--- config.mk ---
export PLATFORM = sky130hd
export DESIGN_NAME = full_subtractor
export DESIGN_NICKNAME = d
export VERILOG_FILES = /design/src/rtl/full_subtractor.sv
export SDC_FILE = /design/constraint.sdc
export NUM_CORES = 1
export LEC_CHECK = 0
export BUFFER_PORTS_ARGS = -buffer_cell sky130_fd_sc_hd__buf_4
export CORE_AREA = 2 2 39 41
export CTS_BUF_LIST = sky130_fd_sc_hd__clkbuf_8
export DETAILED_ROUTE_END_ITERATION = 8
export DIE_AREA = 0 0 41 43
export PLACE_DENSITY = 0.31
export SLEW_MARGIN = 20
export SYNTH_ARGS = -nofsm -noshare
export SYNTH_HDL_FRONTEND = slang
export SYNTH_SLANG_ARGS = --single-unit
export TNS_END_PERCENT = 100
--- constraint.sdc ---
create_clock -name clk -period 0.9 [get_ports clk]
set_input_delay 0.09 -clock clk [delete_from_list [all_inputs] [get_ports clk]]
set_output_delay 0.09 -clock clk [all_outputs]
set_load 0.02 [all_outputs]
--- src/rtl/full_subtractor.sv ---
// Registered full subtractor: {B, D} = X - Y - Z through a ripple chain of 1-bit
// borrow cells, captured into a single output register stage when in_valid is high.
module full_subtractor #(
    parameter int WIDTH = 1
) (
    input  logic             clk,
    input  logic             rst_n,
    input  logic             in_valid,
    input  logic [WIDTH-1:0] X,
    input  logic [WIDTH-1:0] Y,
    input  logic             Z,
    output logic [WIDTH-1:0] D,
    output logic             B,
    output logic             out_valid
);

    // One subtractor cell: returns {borrow_out, difference}.
    function automatic logic [1:0] sub_cell(input logic x, input logic y, input logic bin);
        logic d;
        logic bout;
        d    = x ^ y ^ bin;
        bout = (~x & y) | (~(x ^ y) & bin);
        return {bout, d};
    endfunction

    logic [WIDTH-1:0] diff_s;
    logic [WIDTH:0]   borrow_s;
    logic [WIDTH-1:0] d_r;
    logic             b_r;
    logic             valid_r;

    // Ripple the borrow from bit 0 (seeded by Z) up to the top cell.
    always_comb begin
        diff_s      = '0;
        borrow_s    = '0;
        borrow_s[0] = Z;
        for (int i = 0; i < WIDTH; i++) begin
            {borrow_s[i+1], diff_s[i]} = sub_cell(X[i], Y[i], borrow_s[i]);
        end
    end

    // Output stage: capture on in_valid, otherwise hold the result and drop valid.
    always_ff @(posedge clk or negedge rst_n) begin
        if (!rst_n) begin
            d_r     <= '0;
            b_r     <= 1'b0;
            valid_r <= 1'b0;
        end else if (in_valid) begin
            d_r     <= diff_s;
            b_r     <= borrow_s[WIDTH];
            valid_r <= 1'b1;
        end else begin
            d_r     <= d_r;
            b_r     <= b_r;
            valid_r <= 1'b0;
        end
    end

    assign D         = d_r;
    assign B         = b_r;
    assign out_valid = valid_r;

endmodule

==> metrics.cfg, run 1 <==
[run_status]
outcome = finished clean

[power_and_ir_drop]
seq_power_share_pct = 25.1
p_comb_share_pct = 17.0
power-per-cell-area_mw_per_mm2 = 2346
total_leakage_power_nw = 0.1426
netSwitchingFraction_pct = 21.85
netSwitchingPower_w = 0.0001405
p_int_w = 0.0005025
power.share.clock_pct = 57.9
power.ir.vdd_worst_mv = 0.4098

[floorplan]
fp.dieW_um = 41
die_height_um = 43
placementRows = 14
die_area_mm2 = 0.001763
floorplan.core_area_mm2 = 0.001384
floorplan.initialDensity_pct = 9.494
floorplan.io_pins = 9

[worst_setup_path]
crit_fanout = 1
setup.worst_path.end_class = flop
cp_capture_point = D$_DFFE_PN0P_
cp.required_ps = 990
crit_path_cell_trace = buf_4 -> inv_8 -> fa_1 -> mux2_4
cp_top_family = adder cells
worstSetupStartpointType = input port
source_of_the_worst_register_to_register_timing_path = D$_DFFE_PN0P_
rr_endpoint = D$_DFFE_PN0P_
r2r_setup_slack_ps = 150
crit_cells = 4
crit_start = Y
worst-setup-path-type = in -> reg
critical_path.n_buffers_inverters = 2
crit_slowest_cell = fa_1
timing.critical_path.slowest_cell_delay_ps = 470
critical_path_at_ps = 960
worst-r2r-cell-count = 1

[synthesis]
syn_area_um2 = 131.4
total_nets_after_synthesis = 16
syn_area_per_cell_um2 = 14.60
synth.yosys.warnings = 0
ys_types = 5
synthesis.instances = 9
synth_sequential_area_ratio_pct = 57.14
ys_ff_latch = 3

[placed_design]
hpwl_um = 217.4
detailed_place.area_um2 = 219.0
dp.cells = 33
place_ws_ps = -190.3
gpl.final_weighted_congestion = 0.5140
io_buf_count = 8

[sta]
rsz0062_at_grt = false
report.final.hold_viol_count = 0
achievable-frequency_ghz = 1.154
period_share_pct = 96.32
worstMarginPinSlew_ps = 108.4
final_max_slew_viol_count = 0
setup-violations-final = 0
max_slew_margin_pct = 92.57
period_minus_slack_ps = 866.9
worst_slack_ps = 33.09
fin_hold_ws_ps = 18.91
clock-skew-final_ps = 0

[global_routing]
maximum_number_of_pins_on_one_net_before_global_route_repair = 4
grt_pass1_vias = 114
overflow = 0
global_route.usage.total_pct = 4.116
wire_length_of_the_first_global_routing_pass_um = 407
antenna_found_initial = 0

[clock_network]
clk_latency_ps = 210
cts_setup_buffers = 0
tritoncts = yes
cts.clk_slew.worst_paths_ps = 30
clock_path_buffers = 2
clock_buffer_count_from_cts = 3
cell_chosen_for_the_clock_root = clkbuf_8
numClockSinks = 3
cts_htree_levels = 1

[cells_and_area]
final-instance-count-excl-fill = 38
diodes = 0
layout-drive-gt1-share_pct = 59.09
areaGrowthSynthToFinish_pct = 108.6
design_area_um2 = 274.0
finalNetCount = 30
final_core_utilization_pct = 19.80

[detailed_routing]
routed-wl-met3_um = 54
vias_per_cell = 2.816
first_pass_iters = 1
drt-met1-wl_um = 127
wl_um = 279
ant_nets = 0
detail_route.drc_violations = 0
routed_wire_length_per_instance_um = 7.342
dr_wl_met2_um = 97
drtIter0Drc = 0
detailroute.via_count = 107
top_signal_layer_used = met3

[flow_run]
max_cap_violations = 0

[worst_hold_path]
hp-class = in -> reg

[final cells by class]
cell class              instances  area [um^2]
fillers                       150         1110
flip-flops and latches          3        75.07
clock inverters                 1        3.754
well taps                      16        20.02
multi-input cells               3        45.04
repair buffers                  9        70.07
clock buffers                   3        41.29
inverters                       3        18.77
[cells in the final DEF (no fill, tap or decap)]
cell           netlist  layout
mux2i_1              1       1
inv_8                0       1
inv_1                3       3
buf_4                0       8
fa_1                 1       1
mux2_4               1       1
dfrtp_1              3       3
dlygate4sd3_1        0       1
clkbuf_8             0       3
[worst min-delay path by stage]
stage / from / end / slack [ps] / cells past startpoint
floorplan: rst_n / B$_DFFE_PN0P_ / -210 / 0
global placement: rst_n / out_valid$_DFF_PN0_ / -120 / 1
detailed placement: rst_n / out_valid$_DFF_PN0_ / -120 / 1
CTS: in_valid / out_valid$_DFF_PN0_ / 10 / 1
global route: in_valid / out_valid$_DFF_PN0_ / 20 / 1
finish: in_valid / out_valid$_DFF_PN0_ / 20 / 1
[registers in the layout, indices dropped and copies added (netlist names)]
register,flops
B,1
out_valid,1
D,1
[routing by layer]
layer  track usage (%)  up-vias
met3             3.141        0
li1                  -       51
met5                 0        -
met2             4.063        9
met1             4.180       47
met4             6.000        0
[synthesized netlist by cell type]
cell type | n | area, um^2
dfrtp_1 | 3 | 75.07
inv_1 | 3 | 11.26
fa_1 | 1 | 20.02
mux2_4 | 1 | 15.01
mux2i_1 | 1 | 10.01
[logic make-up after synthesis]
logic type | count (synthesis) | share of synthesized area (%)
multiplexers | 2 | 19.04
buffers and inverters | 3 | 8.571
adder cells (fa/ha/maj) | 1 | 15.24
flip-flops | 3 | 57.14
[metrics by stage]
step / power (W) / setup TNS [ps]
2_1_floorplan: 0.0002125 / -31.76
3_3_place_gp: 0.0002689 / -181.5
3_5_place_dp: 0.0002699 / -190.3
4_1_cts: 0.0006593 / 0
5_1_grt: 0.0006838 / 0
6_report: 0.0006429 / 0
[timing repair]
action,in CTS,in global routing
gates resized for setup,0,0
hold buffers,1,0
endpoints found under the hold margin,3,0
[power by group through the flow]
stage / clock (W) / combinational, W / sequential (W)
after CTS: 0.000387 / 0.000111 / 0.000162
after global routing: 0.000402 / 0.000119 / 0.000163
after floorplan: 0 / 0.0000287 / 0.000184
after detailed placement: 0 / 0.000107 / 0.000163
final: 0.000372 / 0.000109 / 0.000161
after global placement: 0 / 0.000106 / 0.000163
Note: power is estimated with default switching activity, not from simulation.
==> run 2, diff against run 1 <==
ABC_AREA = 1   (was unset)
==> metrics.cfg, run 2 <==
[floorplan]
fp.dieW_um = 41  ; unchanged
placementRows = 14  ; unchanged
die_area_mm2 = 0.001763  ; unchanged
floorplan.io_pins = 9  ; unchanged
floorplan.initialDensity_pct = 9.584  ; +0.090 points
floorplan.core_area_mm2 = 0.001384  ; unchanged
die_height_um = 43  ; unchanged

[worst_setup_path]
cp_top_family = flip-flops
worst-setup-path-type = reg -> out
timing.critical_path.slowest_cell_delay_ps = 370  ; -100 ps
crit_fanout = 2  ; +1
critical_path.n_buffers_inverters = 1  ; -1
worstSetupStartpointType = flop
cp.required_ps = 810  ; -180 ps
crit_slowest_cell = dfrtp_1
crit_path_cell_trace = buf_4
setup.worst_path.end_class = output pin
critical_path_at_ps = 740  ; -220 ps

[power_and_ir_drop]
totalPowerFinal_w = 0.0006175  ; -4.0%
p_int_w = 0.0004838  ; -3.7%
total_leakage_power_nw = 0.1518  ; +6.4%
netSwitchingFraction_pct = 21.64  ; -0.20 points
power.ir.vdd_worst_mv = 0.3863  ; -5.7%
seq_power_share_pct = 25.3  ; +0.2 points
p_comb_share_pct = 14.2  ; -2.8 points
netSwitchingPower_w = 0.0001336  ; -4.9%
power.share.clock_pct = 60.5  ; +2.6 points
power-per-cell-area_mw_per_mm2 = 2306  ; -1.7%

[synthesis]
synth.yosys.warnings = 0  ; unchanged
post-synth-top-count-cell = nand2_1
synth.largest_area_cell = dfrtp_1
yosys_most_used_dff = dfrtp_1
syn_area_per_cell_um2 = 9.473  ; -35%
ys_types = 4  ; -1
asyncSetResetFlopFracSynth_pct = 100.0  ; unchanged
number_of_enable_type_register_cells_in_the_synthesized_netlist = 0  ; unchanged
synthesis.instances = 14  ; +5
synth_sequential_area_ratio_pct = 56.60  ; -0.54 points
ys_ff_latch = 3  ; unchanged
synth_commonest_cells = 6 x nand2_1, 4 x inv_1, 3 x dfrtp_1
yosys.area.top_type_share_pct = 56.60  ; -0.54 points
total_nets_after_synthesis = 21  ; +5
syn_area_um2 = 132.6  ; +0.95%
synth.area.top_cells = dfrtp_1 57%, nand2_1 17%, fa_1 15%, inv_1 11%

[flow_run]
max_cap_violations = 0  ; unchanged

[global_routing]
grt_pass1_vias = 125  ; +9.6%
overflow = 0  ; unchanged
wire_length_of_the_first_global_routing_pass_um = 427  ; +4.9%
global_route.usage.total_pct = 4.225  ; +0.11 points
antenna_found_initial = 0  ; unchanged
maximum_number_of_pins_on_one_net_before_global_route_repair = 5  ; +1

[placed_design]
hpwl_um = 229.9  ; +5.7%
io_buf_count = 8  ; unchanged
gpl.final_weighted_congestion = 0.5160  ; +0.39%

[cells_and_area]
diodes = 0  ; unchanged
finalNetCount = 35  ; +17%
num-fill-cells = 163  ; +8.7%
layout-drive-gt1-share_pct = 40.74  ; -18 points
most_common_cell_after_layout_fill_and_taps_aside = buf_4
final_cell_mix = 8 x buf_4, 6 x nand2_1, 5 x inv_1, 3 x dfrtp_1, 3 x clkbuf_8
areaGrowthSynthToFinish_pct = 101.9

[clock_network]
clock_path_buffers = 2  ; unchanged
cell_chosen_for_the_clock_root = clkbuf_8
ctsHoldBuffers = 1  ; unchanged
cts_setup_buffers = 0  ; unchanged
ctsResizeCount = 0  ; unchanged
clock_buffer_count_from_cts = 3  ; unchanged
cts_htree_levels = 1  ; unchanged
clk_latency_ps = 210  ; about the same
tritoncts = yes
numClockSinks = 3  ; unchanged
cts.clk_slew.worst_paths_ps = 30  ; about the same

[sta]
setup-violations-final = 0  ; unchanged
clock-skew-final_ps = 0  ; unchanged
achievable-frequency_ghz = 1.210  ; +4.9%
max_slew_margin_pct = 94.72  ; +2.2 points
period_share_pct = 91.82  ; -4.5 points
rsz0062_at_grt = false
fin_hold_ws_ps = 14.87  ; -4.039 ps
report.final.hold_viol_count = 0  ; unchanged
final_max_slew_viol_count = 0  ; unchanged
worstMarginPinSlew_ps = 79.04  ; -29.35 ps
period_minus_slack_ps = 826.4  ; -40.51 ps

[detailed_routing]
detailroute.via_count = 130  ; +21%
detail_route.drc_violations = 0  ; unchanged
first_pass_iters = 2  ; +1
routed_wire_length_per_instance_um = 7.047  ; -4.0%
wl_um = 303  ; +8.6%
drtIter0Drc = 2  ; +2
vias_per_cell = 3.023  ; +7.4%
ant_nets = 0  ; unchanged

[worst_hold_path]
hp-class = in -> reg

[run_status]
outcome = finished clean

==> run 2: cell types whose count changed after synthesis, sizes merged <==
cell   delta
nand2     +6
inv       +1
mux2      -1
mux2i     -1
==> run 2: area by class of cell <==
type / count / area, um^2 / share of cell area [%]
inverters: 4 / 15.01 / 5.607
clock inverters: 1 / 3.754 / 1.402
flip-flops and latches: 3 / 75.07 / 28.04
repair buffers: 9 / 70.07 / 26.17
well taps: 16 / 20.02 / 7.477
multi-input cells: 7 / 42.54 / 15.89
clock buffers: 3 / 41.29 / 15.42
==> run 2: kinds of logic after synthesis <==
group / share of synthesized area, %
and+or+nand+nor: 16.98
buffers and inverters: 11.32
DFF: 56.60
adders and majority gates: 15.09
==> run 2: power by group through the flow <==
stage / Clock, W / Combinational (W) / Sequential (W)
2_1_floorplan: 0 / 0.0000194 / 0.000176
3_3_place_gp: 0 / 0.0000842 / 0.000158
3_5_place_dp: 0 / 0.0000855 / 0.000158
4_1_cts: 0.000387 / 0.0000898 / 0.000157
5_1_grt: 0.000400 / 0.0000989 / 0.000158
6_report: 0.000374 / 0.0000875 / 0.000156
==> run 2: routing by layer <==
| layer | global-route usage (%) | vias to the layer above | wire length, um |
|---|---|---|---|
| li1 | - | 64 | - |
| met1 | 3.883 | 55 | 117 |
| met2 | 4.688 | 11 | 124 |
| met3 | 3.141 | 0 | 60 |
| met4 | 6.000 | 0 | 0 |
| met5 | 0 | - | 0 |
==> run 2: worst paths after layout <==
path                          startpoint                  end  slack (ps)  cells after the start
max                        D$_DFFE_PN0P_                    D          70                      1
min                             in_valid  out_valid$_DFF_PN0_          10                      1
max reg2reg                D$_DFFE_PN0P_        D$_DFFE_PN0P_         320                      2
min reg2reg                B$_DFFE_PN0P_        B$_DFFE_PN0P_         470                      2
max in group asynchronous          rst_n  out_valid$_DFF_PN0_         600                      2
min in group asynchronous          rst_n        B$_DFFE_PN0P_         210                      2
==> run 2: stage by stage <==
stage,utilization [%],setup WS (ps),std cells,setup TNS (ps),area (um^2)
global route,19.35,45.09,43,0,267.8
detailed placement,15.37,-13.37,38,-13.37,212.7
finish,19.35,73.60,43,0,267.8
global placement,15.37,1.577,38,0,212.7
floorplan,-,126.9,14,0,132.6
CTS,19.35,61.35,43,0,267.8
==> run 3, diff against run 2 <==
BUFFER_PORTS_ARGS = unset   (was -buffer_cell sky130_fd_sc_hd__buf_4)
CORE_AREA = 8 8 45 47   (was 2 2 39 41)
DIE_AREA = 0 0 53 55   (was 0 0 41 43)
DONT_BUFFER_PORTS = 1   (was unset)
PLACE_DENSITY = 0.3   (was 0.31)
RECOVER_POWER = 25   (was unset)
==> metrics.cfg, run 3 (synthesis gave the netlist of run 2 again) <==
[sta]
rsz0062_at_grt = false
fin_hold_ws_ps = 33.19  ; +18.31 ps
period_minus_slack_ps = 840.0  ; +13.63 ps
period_share_pct = 93.34  ; +1.5 points
final_max_slew_viol_count = 0  ; unchanged
achievable-frequency_ghz = 1.190  ; -1.6%
worstMarginPinSlew_ps = 193.8  ; +114.7 ps
clock-skew-final_ps = 0  ; unchanged
max_slew_margin_pct = 87.09  ; -7.6 points
report.final.hold_viol_count = 0  ; unchanged
final_sum_of_negative_setup_slack_ps = 0  ; unchanged
setup-violations-final = 0  ; unchanged

[cells_and_area]
final_core_utilization_pct = 16.82  ; -2.5 points
finalNetCount = 30  ; -14%
layout-drive-gt1-share_pct = 22.73  ; -18 points
areaGrowthSynthToFinish_pct = 75.47
diodes = 0  ; unchanged
final_cell_mix = 6 x nand2_1, 5 x inv_1, 3 x dfrtp_1, 3 x clkbuf_8
design_area_um2 = 232.7  ; -13%
most_common_cell_after_layout_fill_and_taps_aside = nand2_1

[clock_network]
clk_latency_ps = 220  ; about the same
cts_htree_levels = 1  ; unchanged
cts.clk_slew.worst_paths_ps = 30  ; about the same
clock_buffer_count_from_cts = 3  ; unchanged
ctsResizeCount = 0  ; unchanged
clock_path_buffers = 2  ; unchanged
cell_chosen_for_the_clock_root = clkbuf_8
tritoncts = yes
numClockSinks = 3  ; unchanged

[worst_setup_path]
worstSetupStartpointType = flop
rr_endpoint = B$_DFFE_PN0P_
critical_path.n_buffers_inverters = 1  ; unchanged
crit_cells = 1  ; unchanged
source_of_the_worst_register_to_register_timing_path = B$_DFFE_PN0P_
cp.required_ps = 810  ; about the same
timing.critical_path.slowest_cell_delay_ps = 370  ; about the same
worst-r2r-cell-count = 2  ; unchanged
cp_top_family = flip-flops
worst-setup-path-type = reg -> out
crit_path_cell_trace = buf_4
setup.worst_path.end_class = output pin
crit_start = B$_DFFE_PN0P_
cp_capture_point = B
crit_slowest_cell = dfrtp_1
r2r_setup_slack_ps = 300  ; -20 ps
crit_fanout = 2  ; unchanged
critical_path_at_ps = 750  ; about the same

[power_and_ir_drop]
total_leakage_power_nw = 0.1271  ; -16%
totalPowerFinal_w = 0.0006089  ; -1.4%
power-per-cell-area_mw_per_mm2 = 2617  ; +13%
power.ir.vdd_worst_mv = 0.3920  ; +1.5%

[placed_design]
detailed_place.area_um2 = 167.7  ; -21%
gpl.final_weighted_congestion = 0.5521  ; +7.0%
io_buf_count = 0  ; -8

[detailed_routing]
vias_per_cell = 2.895  ; -4.3%
detail_route.drc_violations = 0  ; unchanged
detailroute.via_count = 110  ; -15%
routed_wire_length_per_instance_um = 10.13  ; +44%
ant_nets = 0  ; unchanged
drtIter0Drc = 0  ; -2
first_pass_iters = 1  ; -1
wl_um = 385  ; +27%

[global_routing]
use_met1_pct = 3.201  ; -0.68 points
wire_length_of_the_first_global_routing_pass_um = 614  ; +44%
maximum_number_of_pins_on_one_net_before_global_route_repair = 4  ; -1
overflow = 0  ; unchanged
global_route.usage.met2_pct = 2.930  ; -1.8 points
grt_pass1_vias = 124  ; -0.80%
antenna_found_initial = 0  ; unchanged
grt_most_used_layer = met4
met3_usage_pct = 3.476  ; +0.33 points
global_route.usage.total_pct = 3.829  ; -0.40 points

[floorplan]
die_height_um = 55  ; +28%
die_area_mm2 = 0.002915  ; +65%
floorplan.io_pins = 9  ; unchanged
floorplan.initialDensity_pct = 9.584  ; unchanged
floorplan.core_area_mm2 = 0.001384  ; unchanged
placementRows = 14  ; unchanged
fp.dieW_um = 53  ; +29%

[worst_hold_path]
hp-class = in -> reg

[flow_run]
max_cap_violations = 0  ; unchanged

[run_status]
outcome = finished clean

run 3: cell count changes in the layout (fill, tap and decap cells not counted):
cell	previous run	this run
dlygate4sd3_1	1	2
buf_4	8	2
run 3: per-layer routing:
layer	wire length, um	vias to the layer above
met5	0	-
met4	38	0
met3	87	4
met2	95	11
met1	164	42
li1	-	53
run 3: through the flow:
| stage | cells | worst slack (ps) |
|---|---|---|
| 2_1_floorplan | 14 | 126.9 |
| 3_3_place_gp | 32 | 98.12 |
| 3_5_place_dp | 32 | 96.06 |
| 4_1_cts | 38 | 49.93 |
| 5_1_grt | 38 | 26.41 |
| 6_report | 38 | 59.97 |
run 3: area by class of cell:
cell class	instances	area, um^2
fill	164	1151
sequential	3	75.07
multi-input combinational	7	42.54
clock buffer	3	41.29
timing repair buffer	4	35.03
tap	16	20.02
inverter	4	15.01
clock inverter	1	3.754
run 3: worst min-delay path by stage:
stage / from / to / slack [ps] / cells past startpoint
2_1_floorplan: rst_n / B$_DFFE_PN0P_ / -210 / 0
3_3_place_gp: rst_n / out_valid$_DFF_PN0_ / -210 / 0
3_5_place_dp: rst_n / out_valid$_DFF_PN0_ / -210 / 0
4_1_cts: in_valid / D$_DFFE_PN0P_ / 30 / 3
5_1_grt: in_valid / D$_DFFE_PN0P_ / 30 / 3
6_report: in_valid / D$_DFFE_PN0P_ / 30 / 3
run 3: power breakdown:
group	internal, W	total [W]	switching, W
sequential	0.000150	0.000160	0.0000105
clock	0.000290	0.000381	0.0000905
combinational	0.0000306	0.0000675	0.0000369
total	0.000471	0.000609	0.000138
run 3: what timing repair did:
action | 4_1_cts | 5_1_grt
setup buffers | 0 | 0
endpoints found under the hold margin | 6 | 0
hold buffers | 2 | 0
